### src/rtl/genius_pkg.sv
// Shared definitions for the Genius game blocks: checker FSM states and the
// one-hot colour encoding used by the sequence decoder and colour display.
package genius_pkg;

  typedef enum logic [1:0] {
    OCIOSO        = 2'd0,
    ESPERA_SOLTAR = 2'd1,
    ESPERA_TECLA  = 2'd2,
    FALHA         = 2'd3
  } estado_t;

  localparam logic [3:0] COR_VERDE    = 4'b0001;
  localparam logic [3:0] COR_VERMELHO = 4'b0010;
  localparam logic [3:0] COR_AZUL     = 4'b0100;
  localparam logic [3:0] COR_AMARELO  = 4'b1000;

  function automatic logic is_onehot(input logic [3:0] v);
    return (v != 4'b0000) && ((v & (v - 4'd1)) == 4'b0000);
  endfunction

endpackage

### src/rtl/contador_tempo.sv
// Timeout counter: clears on request, counts while enabled and stops at
// TIMEOUT_CYCLES-1, where fim is raised.
module contador_tempo #(
  parameter int TIMEOUT_CYCLES = 50_000_000
) (
  input  logic clk,
  input  logic rst_n,
  input  logic limpa,
  input  logic habilita,
  output logic fim
);

  localparam int W = $clog2(TIMEOUT_CYCLES);

  logic [W-1:0] cnt;

  always_ff @(posedge clk) begin
    if (!rst_n)               cnt <= '0;
    else if (limpa)           cnt <= '0;
    else if (habilita && !fim) cnt <= cnt + W'(1);
  end

  assign fim = (cnt == W'(TIMEOUT_CYCLES - 1));

endmodule

### src/rtl/verificador_jogada.sv
// Genius player-input checker: edge-detects button presses, compares them to
// the decoder's expected colour and walks the sequence address.
module verificador_jogada
  import genius_pkg::*;
#(
  parameter int TIMEOUT_CYCLES = 50_000_000
) (
  input  logic       clk,
  input  logic       rst_n,
  input  logic       start,
  input  logic [3:0] nivel,
  input  logic [3:0] botoes,
  input  logic [3:0] esperado,
  output logic [3:0] endereco,
  output logic       acerto,
  output logic       erro,
  output logic       erro_tempo,
  output logic       rodada_ok,
  output logic       ativo
);

  estado_t    estado;
  logic [3:0] nivel_q;
  logic [3:0] botoes_q;
  logic       fim;
  logic       press;
  logic       confere;

  // Counter only runs while waiting for a press; any other state holds it at 0.
  contador_tempo #(.TIMEOUT_CYCLES(TIMEOUT_CYCLES)) u_tempo (
    .clk      (clk),
    .rst_n    (rst_n),
    .limpa    (start || (estado != ESPERA_TECLA)),
    .habilita (estado == ESPERA_TECLA),
    .fim      (fim)
  );

  assign press   = (botoes != 4'b0000) && (botoes_q == 4'b0000);
  assign confere = (botoes == esperado) && is_onehot(esperado);

  always_ff @(posedge clk) begin
    if (!rst_n) begin
      estado     <= OCIOSO;
      endereco   <= 4'd0;
      nivel_q    <= 4'd0;
      botoes_q   <= 4'd0;
      acerto     <= 1'b0;
      erro       <= 1'b0;
      erro_tempo <= 1'b0;
      rodada_ok  <= 1'b0;
      ativo      <= 1'b0;
    end else begin
      botoes_q   <= botoes;
      acerto     <= 1'b0;
      erro       <= 1'b0;
      erro_tempo <= 1'b0;
      rodada_ok  <= 1'b0;
      if (start) begin
        endereco <= 4'd0;
        nivel_q  <= nivel;
        estado   <= ESPERA_SOLTAR;
        ativo    <= 1'b1;
      end else begin
        case (estado)
          ESPERA_SOLTAR: if (botoes == 4'b0000) estado <= ESPERA_TECLA;
          ESPERA_TECLA: begin
            if (press) begin
              if (confere) begin
                acerto <= 1'b1;
                // Last step: stop on this address instead of incrementing.
                if (endereco == nivel_q) begin
                  rodada_ok <= 1'b1;
                  estado    <= OCIOSO;
                  ativo     <= 1'b0;
                end else begin
                  endereco <= endereco + 4'd1;
                  estado   <= ESPERA_SOLTAR;
                end
              end else begin
                erro   <= 1'b1;
                estado <= FALHA;
                ativo  <= 1'b0;
              end
            end else if (fim) begin
              erro       <= 1'b1;
              erro_tempo <= 1'b1;
              estado     <= FALHA;
              ativo      <= 1'b0;
            end
          end
          default: ;
        endcase
      end
    end
  end

endmodule
### config.mk
export PLATFORM = sky130hd
export DESIGN_NAME = verificador_jogada
export DESIGN_NICKNAME = d
export VERILOG_FILES = /design/src/rtl/genius_pkg.sv /design/src/rtl/contador_tempo.sv /design/src/rtl/verificador_jogada.sv
export SDC_FILE = /design/constraint.sdc
export NUM_CORES = 1
export LEC_CHECK = 0
export ABC_AREA = 1
export CAP_MARGIN = 20
export CELL_PAD_IN_SITES_DETAIL_PLACEMENT = 1
export CELL_PAD_IN_SITES_GLOBAL_PLACEMENT = 1
export CORE_UTILIZATION = 30
export DETAILED_ROUTE_END_ITERATION = 12
export GPL_TIMING_DRIVEN = 0
export HOLD_SLACK_MARGIN = 0.08
export PLACE_DENSITY = 0.65
export SYNTH_ARGS = -nofsm -noshare
export SYNTH_HDL_FRONTEND = slang
export SYNTH_HIERARCHICAL = 1
export SYNTH_SLANG_ARGS = --single-unit
### constraint.sdc
create_clock -name clk -period 2.4 [get_ports clk]
set_input_delay 0.6 -clock clk [delete_from_list [all_inputs] [get_ports clk]]
set_output_delay 0.6 -clock clk [all_outputs]
set_load 0.02 [all_outputs]
==> results_tabular.tex <==
\begin{tabular}{lr}
\hline
Metric & Value \\
\hline
\multicolumn{2}{l}{\textbf{Setup path}} \\
Crit end category & flip-flop \\
Nature of the critical path startpoint & flip-flop \\
Critical Path AT & 2280 ps \\
Critical setup path kind & reg2reg \\
Number of cells traversed by the worst register-to-register path & 12 \\
Req. time, crit path & 2590 ps \\
Crit path launch & u\_tempo/cnt[0]\$\_SDFFE\_PP0P\_ \\
Critical path destination & ativo\$\_SDFFE\_PN0P\_ \\
Maximum net fanout on the critical path & 4 \\
Register-to-register setup slack & 310 ps \\
Launch point of the worst reg-to-reg path & u\_tempo/cnt[0]\$\_SDFFE\_PP0P\_ \\
Worst reg2reg path endpoint & ativo\$\_SDFFE\_PN0P\_ \\
\multicolumn{2}{l}{\textbf{Route}} \\
Antenna-violating nets left & 0 \\
Vias per cell & 4.74 \\
Total detailed-routing wirelength & 6380 um \\
Remaining routing DRC violations & 0 \\
First-pass iteration count of the detailed router & 4 \\
Mean routed wirelength per cell & 12.5 um \\
Initial detailed-routing violation count & 72 \\
Number of vias after detailed routing & 2414 \\
\multicolumn{2}{l}{\textbf{Global route}} \\
Gr usage total & 16.3\% \\
Overall overflow remaining after global route & 0 \\
First-pass GRT wire length & 11300 um \\
Number of antenna violations at the first check in global routing & 0 \\
Vias in the first global route & 2466 \\
Maximum number of pins on one net before global-route repair & 14 \\
\multicolumn{2}{l}{\textbf{Cells and area}} \\
Layout net count & 424 \\
Final design utilization & 37.5\% \\
Top library cells by usage in the layout, fill and taps aside & nand2\_1, nor2\_1, inv\_1 \\
Antenna fix cells & 0 \\
Most frequent standard cell in the layout excluding fill and tap cells & nand2\_1 \\
Fraction of layout cells with a size suffix above 1 & 7.86\% \\
Count of fill cells added during filler insertion & 1019 \\
Area growth from synthesis to layout & 18.3\% \\
\multicolumn{2}{l}{\textbf{Die}} \\
Floorplan die area & 8710 um2 \\
Boundary Pins & 24 \\
Starting density of the core & 31.7\% \\
Core area & 7890 um2 \\
Die W & 93.3 um \\
Height of the chip & 93.3 um \\
Site Rows & 32 \\
\multicolumn{2}{l}{\textbf{Synth}} \\
Number of flip-flops and latches in the synthesized netlist & 45 \\
Average cell area after synthesis & 6.62 um2 \\
Seq/Total Area, Yosys & 36.0\% \\
Number of synthesis warnings & 6 \\
Number of standard cells after synthesis & 378 \\
Distinct cells, synth & 33 \\
Nets in the synthesized netlist & 395 \\
Cell area after technology mapping & 2500 um2 \\
\multicolumn{2}{l}{\textbf{STA}} \\
Final worst path period share & 87.0\% \\
Fin. Hold Viols & 0 \\
Worst hold slack across all endpoints & 480 ps \\
Period minus WS final & 2090 ps \\
Highest Clock Rate & 479 MHz \\
Unrepaired setup endpoints after global routing & false \\
Final number of setup-violating endpoints & 0 \\
Actual slew at the worst max-slew pin & 545 ps \\
PnR worst setup slack & 313 ps \\
Final number of max-transition violations & 0 \\
Worst-case clock skew & 6.01 ps \\
Max-slew headroom & 63.7\% \\
\multicolumn{2}{l}{\textbf{CTS}} \\
Source-to-sink clock delay at the later pin of the worst-skew pair & 290 ps \\
Number of H-tree levels & 2 \\
Reg clk slew, reported paths & 80 ps \\
Longest Clk Path Bufs & 2 \\
Number of setup buffers added after CTS & 0 \\
TritonCTS clock tree & done \\
Clock tree sinks & 45 \\
CTS buffer count & 5 \\
Post-CTS Resized & 0 \\
Clock Tree Root & clkbuf\_8 \\
Hold-fix buffers at CTS & 0 \\
\multicolumn{2}{l}{\textbf{Power}} \\
PwrDens & 479 nW/um2 \\
Total leakage power & 1.10 nW \\
Highest ir drop seen on vdd & 177 uV \\
Total power of the final layout & 1.42 mW \\
\multicolumn{2}{l}{\textbf{Status}} \\
Run status & finished clean \\
\multicolumn{2}{l}{\textbf{Placement}} \\
Count of input and output buffers & 23 \\
Setup WS pre-CTS & -205 ps \\
HPWL after detailed placement & 5050 um \\
Gp weighted congestion & 0.739 \\
\multicolumn{2}{l}{\textbf{Hold path}} \\
Type of the most critical hold path & reg2reg \\
\multicolumn{2}{l}{\textbf{Run}} \\
Max-cap check violation count & 0 \\
\hline
\end{tabular}
[per-layer routing]
metal	GRT usage (%)	wire length (um)	vias to the layer above	part of all wire, %
met5	0	0	-	0
met4	2.31	19	0	0.30
met3	3.17	163	2	2.6
met2	29.4	3140	27	49
met1	20.4	3060	1125	48
li1	-	-	1260	-
[area by class of cell]
class	instances	area, um2	share of cell area (%)
clock inverters	2	35.0	1.18
well taps	102	128	4.31
repair buffers	23	230	7.78
flip-flops and latches	45	901	30.4
clock buffers	5	68.8	2.33
inverters	51	191	6.47
multi-input cells	277	1370	46.3
plain buffers	4	35.0	1.18
[registers in the layout, indices dropped and copies added (netlist names), 2 cells and up]
signal       cells
nivel_q          4
botoes_q         4
estado           2
u_tempo/cnt     26
endereco         4
[cells by family (layout without fill, tap and decap cells)]
family	count (synthesis)	after routing	synth area share, %
AND/OR/NAND/NOR	226	226	42.1
XOR/XNOR	9	9	3.15
adder cells (fa/ha/maj)	2	2	1.00
buffers and inverters	56	85	9.20
flip-flops	45	45	36.0
AO/OA/AOI/OAI	40	40	8.55
[worst max-delay path, cell delays in order (launching register included)]
cell	delay, ps
dfxtp_1	390
ha_1	220
nand2_2	90
nor2_4	160
nand2_4	90
inv_1	80
nand2_1	60
nor4_1	250
inv_1	100
a21boi_0	340
nand2_1	90
nand2_1	80
a21oi_2	50
[worst min path at each step]
stage	from	end	slack (ps)	cells after the start
floorplan	nivel_q[0]$_SDFFE_PN0P_	nivel_q[0]$_SDFFE_PN0P_	440	2
global placement	nivel_q[0]$_SDFFE_PN0P_	nivel_q[0]$_SDFFE_PN0P_	460	2
detailed placement	nivel_q[1]$_SDFFE_PN0P_	nivel_q[1]$_SDFFE_PN0P_	470	2
CTS	nivel_q[1]$_SDFFE_PN0P_	nivel_q[1]$_SDFFE_PN0P_	480	2
global route	nivel_q[0]$_SDFFE_PN0P_	nivel_q[0]$_SDFFE_PN0P_	500	2
finish	nivel_q[3]$_SDFFE_PN0P_	nivel_q[3]$_SDFFE_PN0P_	480	2
[power breakdown]
group	internal (mW)	leakage [nW]	switching (mW)
combinational	0.0435	0.678	0.0535
sequential	0.757	0.365	0.00479
clock	0.303	0.0540	0.255
total	1.10	1.10	0.313
[through the flow]
step / std cells / area [um2] / setup TNS, ps
floorplan: 378 / 2500 / 0
global placement: 503 / 2860 / -2030
detailed placement: 503 / 2860 / -1940
CTS: 510 / 2960 / 0
global route: 509 / 2960 / 0
finish: 509 / 2960 / 0
[cells in the mapped netlist (all sizes together)]
master	instances	area, um2
nand2	108	423
nor2	60	263
inv	50	188
dfxtp	45	901
nand3	29	173
a21oi	27	143
nand4	12	75.1
o21ai	9	45.0
nor3	7	45.0
xor2	6	52.6
a31oi	3	18.8
buf	3	21.3
nor3b	3	27.5
xnor2	3	26.3
and2	2	12.5
clkbuf	2	17.5
ha	2	25.0
nand3b	2	15.0
nor4	2	12.5
a21boi	1	7.51
and3	1	6.26
clkinv	1	3.75
Power figures use the tool's default switching activity.
